<file path="src/rtl/spi_ram_ctrl.sv">
// spi_ram_ctrl: frame-driven RAM controller behind an SPI serial-to-parallel
// stage. Each 10-bit frame carries a 2-bit command and an 8-bit payload that
// either sets a write/read pointer, writes a byte, or reads a byte back.
// Every response (memory write, tx_valid, err) appears one clock after the
// frame strobe.
module spi_ram_ctrl #(
  parameter int MEM_DEPTH = 256,
  parameter int ADDR_SIZE = 8
) (
  input  logic       clk,
  input  logic       rst,
  input  logic       rx_valid,
  input  logic [9:0] rx_data,
  output logic       tx_valid,
  output logic [7:0] tx_data,
  output logic       err
);

  typedef enum logic [1:0] {
    CMD_SET_WA  = 2'b00,
    CMD_WR_DATA = 2'b01,
    CMD_SET_RA  = 2'b10,
    CMD_RD_DATA = 2'b11
  } cmd_e;

  // The armed state encodes which address registers hold a valid pointer.
  typedef enum logic [1:0] {
    IDLE       = 2'b00,
    WR_ARMED   = 2'b01,
    RD_ARMED   = 2'b10,
    BOTH_ARMED = 2'b11
  } state_e;

  // Reject configurations where the address register cannot cover the memory.
  generate
    if (MEM_DEPTH < 2 || MEM_DEPTH > 256 || MEM_DEPTH > (1 << ADDR_SIZE)) begin : g_bad_cfg
      $error("spi_ram_ctrl: illegal MEM_DEPTH/ADDR_SIZE combination");
    end
  endgenerate

  localparam int IDX_W = (MEM_DEPTH > 1) ? $clog2(MEM_DEPTH) : 1;
  localparam logic [ADDR_SIZE-1:0] LAST_ADDR = ADDR_SIZE'(MEM_DEPTH - 1);
  localparam logic [8:0]           DEPTH_9   = 9'(MEM_DEPTH);

  state_e                 state_q, state_d;
  logic [ADDR_SIZE-1:0]   wr_addr_q, wr_addr_d;
  logic [ADDR_SIZE-1:0]   rd_addr_q, rd_addr_d;
  logic [7:0]             tx_data_q, tx_data_d;
  logic                   tx_valid_q, tx_valid_d;
  logic                   err_q, err_d;
  logic [7:0]             mem_q [MEM_DEPTH];

  cmd_e                   cmd;
  logic [7:0]             payload;
  logic                   payload_ok;
  logic [ADDR_SIZE-1:0]   payload_addr;
  logic                   wa_set, ra_set;
  logic                   mem_we;
  logic [7:0]             rd_word;
  logic [IDX_W-1:0]       wr_idx, rd_idx;

  // Frame fields and derived flags.
  always_comb begin
    cmd          = cmd_e'(rx_data[9:8]);
    payload      = rx_data[7:0];
    payload_ok   = ({1'b0, payload} < DEPTH_9);
    payload_addr = ADDR_SIZE'(payload);
    wa_set       = (state_q == WR_ARMED) || (state_q == BOTH_ARMED);
    ra_set       = (state_q == RD_ARMED) || (state_q == BOTH_ARMED);
    // Pointers never exceed MEM_DEPTH-1, so the upper bits are always zero.
    wr_idx       = wr_addr_q[IDX_W-1:0];
    rd_idx       = rd_addr_q[IDX_W-1:0];
    rd_word      = mem_q[rd_idx];
  end

  // Frame decode: next-state, pointer updates and one-cycle response strobes.
  always_comb begin
    // NOTE: every signal gets a default before the case so no latch is inferred.
    state_d    = state_q;
    wr_addr_d  = wr_addr_q;
    rd_addr_d  = rd_addr_q;
    tx_data_d  = tx_data_q;
    tx_valid_d = 1'b0;
    err_d      = 1'b0;
    mem_we     = 1'b0;

    if (rx_valid) begin
      unique case (cmd)
        CMD_SET_WA: begin
          if (payload_ok) begin
            wr_addr_d = payload_addr;
            state_d   = ra_set ? BOTH_ARMED : WR_ARMED;
          end else begin
            err_d = 1'b1;
          end
        end
        CMD_WR_DATA: begin
          if (wa_set) begin
            mem_we    = 1'b1;
            wr_addr_d = (wr_addr_q == LAST_ADDR) ? '0 : wr_addr_q + ADDR_SIZE'(1);
          end else begin
            err_d = 1'b1;
          end
        end
        CMD_SET_RA: begin
          if (payload_ok) begin
            rd_addr_d = payload_addr;
            state_d   = wa_set ? BOTH_ARMED : RD_ARMED;
          end else begin
            err_d = 1'b1;
          end
        end
        CMD_RD_DATA: begin
          if (ra_set) begin
            tx_data_d  = rd_word;
            tx_valid_d = 1'b1;
            rd_addr_d  = (rd_addr_q == LAST_ADDR) ? '0 : rd_addr_q + ADDR_SIZE'(1);
          end else begin
            err_d = 1'b1;
          end
        end
        default: ;
      endcase
    end
  end

  // Control and output registers, cleared asynchronously by rst.
  always_ff @(posedge clk or posedge rst) begin
    // NOTE: sequential state uses non-blocking assignments so all registers
    // sample their inputs from the same pre-edge values.
    if (rst) begin
      state_q    <= IDLE;
      wr_addr_q  <= '0;
      rd_addr_q  <= '0;
      tx_data_q  <= 8'h00;
      tx_valid_q <= 1'b0;
      err_q      <= 1'b0;
    end else begin
      state_q    <= state_d;
      wr_addr_q  <= wr_addr_d;
      rd_addr_q  <= rd_addr_d;
      tx_data_q  <= tx_data_d;
      tx_valid_q <= tx_valid_d;
      err_q      <= err_d;
    end
  end

  // Memory write port; a read in the same cycle sees the old contents.
  always_ff @(posedge clk) begin
    // NOTE: the memory array has no reset; contents survive rst, and the
    // write is gated so a frame arriving during reset is discarded.
    if (mem_we && !rst) begin
      mem_q[wr_idx] <= payload;
    end
  end

  assign tx_valid = tx_valid_q;
  assign tx_data  = tx_data_q;
  assign err      = err_q;

endmodule

</file>
<file path="config.mk">
export PLATFORM = sky130hd
export DESIGN_NAME = spi_ram_ctrl
export DESIGN_NICKNAME = d
export VERILOG_FILES = /design/src/rtl/spi_ram_ctrl.sv
export SDC_FILE = /design/constraint.sdc
export NUM_CORES = 2
export LEC_CHECK = 0
export ABC_AREA = 0
export CORE_MARGIN = 2
export CORE_UTILIZATION = 40
export CTS_BUF_LIST = sky130_fd_sc_hd__clkbuf_8
export DETAILED_ROUTE_END_ITERATION = 7
export HOLD_SLACK_MARGIN = 0.15
export PLACE_DENSITY_LB_ADDON = 0.12
export RECOVER_POWER = 100
export SYNTH_ARGS = -nofsm -noshare
export SYNTH_HDL_FRONTEND = slang
export SYNTH_SLANG_ARGS = --single-unit
</file>
<file path="constraint.sdc">
create_clock -name clk -period 2.9 [get_ports clk]
set_input_delay 0.29 -clock clk [delete_from_list [all_inputs] [get_ports clk]]
set_output_delay 0.29 -clock clk [all_outputs]
set_load 0.02 [all_outputs]
</file>
==> summary.txt <==
Outcome
  – Status: finished, violations left
  – Failing checks: capacitance limit, slew limit, setup timing

Logic synthesis
  – Syn_nets: 4031
  – Simple-gate area share of the yosys netlist: 0.03399
  – Synth Warn #: 0
  – Xor/xnor share of the synthesized area: 0
  – Post-synth EDFFs: 2048
  – #FFs+latches synth: 2076
  – Post-Synth Adder-Cell Area: 0.0007687
  – Synth Area in Compound Gates: 0.03413
  – Register area share after synthesis: 0.7643
  – Mean Syn Cell Area: 20.28 um^2
  – Post-synth top flop: edfxtp_1
  – Post-Synthesis Cells: 4013
  – Largest family of logic cells by synthesized area: multiplexers
  – Yosys cell types: 60
  – Post-synthesis mux area share: 0.1456
  – Async set or reset register ratio after synthesis: 0.01349
  – Synthesized area: 0.08138 mm^2

STA
  – Max-slew violations: 619
  – Relative slew margins: -0.9273
  – Tmin final: 2.908 ns
  – Final worst setup slack: -0.008006 ns
  – Hold Vio Cnt, Final: 0
  – Skew final: 0.06153 ns
  – Hold Worst Slack: 0.5015 ns
  – Slew @ Worst Pin: 2.891 ns
  – Fin Setup TNS: -0.01581 ns
  – RSZ-0062 raised after global routing: yes
  – Final Cycle Share: 1.003
  – Setup violators final: 2
  – Fmax: 343.9 MHz

Pwr
  – Leakage: 32.38 nW
  – Peak supply drop: 415.5 uV
  – Pwr/cell area: 694.6 mW/mm^2

Setup path
  – Reg2reg setup slack: 0.01 ns
  – Top Family by Delay on Critical Path: buffers and inverters
  – Critical Path Start: rx_data[9]
  – Stage delay of the slowest cell on the critical path: 0.57 ns
  – Worst-path cell chain: dlygate4sd3_1 > dlygate4sd3_1 > clkbuf_1 > nand2b_1 > nor3_1 > buf_4 > nand3_1 > clkbuf_2 > nor2_1 > buf_2
  – Critical-path maximum fanout: 10
  – CP max-delay cell: dlygate4sd3_1
  – Worst EP arrival: 3.61 ns
  – Worst reg-to-reg path cell count: 9
  – R2R Path End: tx_data[3]
  – Crit. End Element: flop
  – Type of the worst setup path: in2reg
  – Worst path buffer plus inverter count: 6
  – Crit-path most repeated cell: dlygate4sd3_1
  – Worst setup SP type: primary input
  – WP data required: 3.60 ns
  – Crit Reg-Reg Startpoint: rd_addr_q[2]

Detailed routing
  – Via density: 5.541
  – # DRC: 0
  – Antenna-violating nets left: 0
  – Final wirelength: 233.9 mm
  – Iter 0 DRT Violations: 4864
  – DRT Pass-1 Iters: 6
  – Routed WL per cell: 29.64 um
  – Detailed-route via count: 43716

Finish
  – Commonest cells after routing, fill and taps aside: 2048 x edfxtp_1, 411 x mux4_2, 375 x clkbuf_8, 363 x buf_4, 310 x nor2_1
  – P&R area growth vs syn: 18.86%
  – Share of cells above drive strength 1: 0.3179
  – Nets: 4975
  – Leading cell type in the layout, fill and taps excluded: edfxtp_1

Floorplanning
  – Initial core utilization: 0.4027
  – Die Span X: 455.1 um
  – Die H: 455.1 um
  – Die area: 0.2071 mm^2
  – I/O Pins: 23
  – Core area: 0.2021 mm^2
  – # rows: 165

Clock tree
  – H-Tree Depth: 5
  – Reg clk slew, reported paths: 0.06 ns
  – CTS Sinks: 2076
  – Maximum root-to-sink buffer count: 4
  – CTS Buf Count: 361
  – Root Buffer: clkbuf_8
  – Clock latency on the worst-skew pair: 1.07 ns
  – CTS tree: built

Placed design
  – Final GP Congestion: 0.8490
  – Post-DP HPWL: 152.1 mm
  – Dpl ws: -0.5694 ns
  – PortBufs: 22

Run
  – Number of max-cap violations: 9

Hold path
  – Worst hold endpoint: err
  – HP Class: reg2reg
  – Hold path start: state_q[1]
  – Hold Path Depth: 1

Global route
  – First-pass GRT wire length: 330.5 mm
  – Grt ovf: 0
  – Vias in the first global route: 44383
  – Initial antenna violation count: 10
  – GRT Resource Usage Total: 0.2254
  – Largest net degree at the start of global routing: 107
[final cells by class]
cell class                 instances  area [um^2]
fill                           17052       105400
sequential                      2076        62210
multi-input combinational       1687        18070
timing repair buffer             822         6718
clock buffer                     374         5147
tap                             2672         3343
clock inverter                   245         1185
inverter                           9        38.79
antenna                            5        12.51
[flip-flops by register name, summed over array words and instances, names as in the netlist]
register and cells:
state_q 2, mem_q 2048, wr_addr_q 8, tx_valid 1, rd_addr_q 8, tx_data 8, err 1
[cells by family (layout without fill, tap and decap cells)]
| group | count (synthesis) | count (layout) |
|---|---|---|
| buf+inv | 250 | 1450 |
| flops | 2076 | 2076 |
| simple gates | 612 | 612 |
| compound gates | 401 | 401 |
| fa+ha+maj | 5 | 5 |
| mux | 669 | 669 |
| other cells | 0 | 5 |
[worst max-delay path by stage]
stage / cells after the start / end
final: 10 / mem_q[187][6]
after CTS: 10 / tx_data[2]
after global placement: 11 / tx_data[1]
after detailed placement: 11 / tx_data[7]
after floorplan: 10 / tx_data[2]
after global routing: 9 / tx_data[3]
[through the flow]
stage | total power [mW] | utilization | std cells | cell area, um^2
finish | 67.19 | 0.4786 | 7890 | 96730
global route | 69.53 | 0.4786 | 7887 | 96730
CTS | 67.59 | 0.4801 | 7837 | 97020
detailed placement | 43.11 | 0.4455 | 7190 | 90040
global placement | 43.09 | 0.4455 | 7190 | 90040
floorplan | 38.68 | - | 4013 | 81380
[cells in the mapped netlist (13+ instances only)]
library cell  count  area (um^2)
buf_6            33        371.6
clkbuf_1         96        360.4
o22ai_1          79        494.2
a2111oi_0        19        166.4
buf_8            13        195.2
a22o_1           19        166.4
a22oi_1          54        405.4
o21ai_0          45        225.2
nor2b_1          14        87.58
nor4_1           27        168.9
and2_1           20        125.1
nor3_1           34        170.2
o221ai_1         38        332.8
nand2_1          94        352.8
nor2_1          319         1197
mux4_2          411         9256
buf_4            22        165.2
dfrtp_1          28        700.7
buf_2            56        280.3
a211oi_1         30        225.2
mux2i_1         250         2502
buf_12           15        300.3
a21oi_1          63        315.3
nand3_1          46        230.2
edfxtp_1       2048        61500
[layer usage]
metal / share of wire / vias to the layer above / GRT usage / wire [um]
met1: 0.43 / 23276 / 0.3144 / 100700
met4: 0.031 / 4 / 0.07031 / 7143
met2: 0.48 / 1461 / 0.3609 / 111300
met3: 0.063 / 404 / 0.04125 / 14690
met5: 0.00013 / - / 0 / 30
li1: - / 18571 / - / -
[report_power, final]
part	total, mW	switching, mW	internal [mW]
combinational	9.70	5.50	4.19
clock	24.1	11.7	12.5
sequential	33.3	0.256	33.1
[timing repair]
action,CTS,global route
hold buffers,13,0
endpoints found under the setup margin,8,8
endpoints found under the hold margin,1928,0
buffers inserted,14,50
cloned,3,2
pin swaps,14,27
resized for setup,74,90
(Power assumes the default switching activity.)
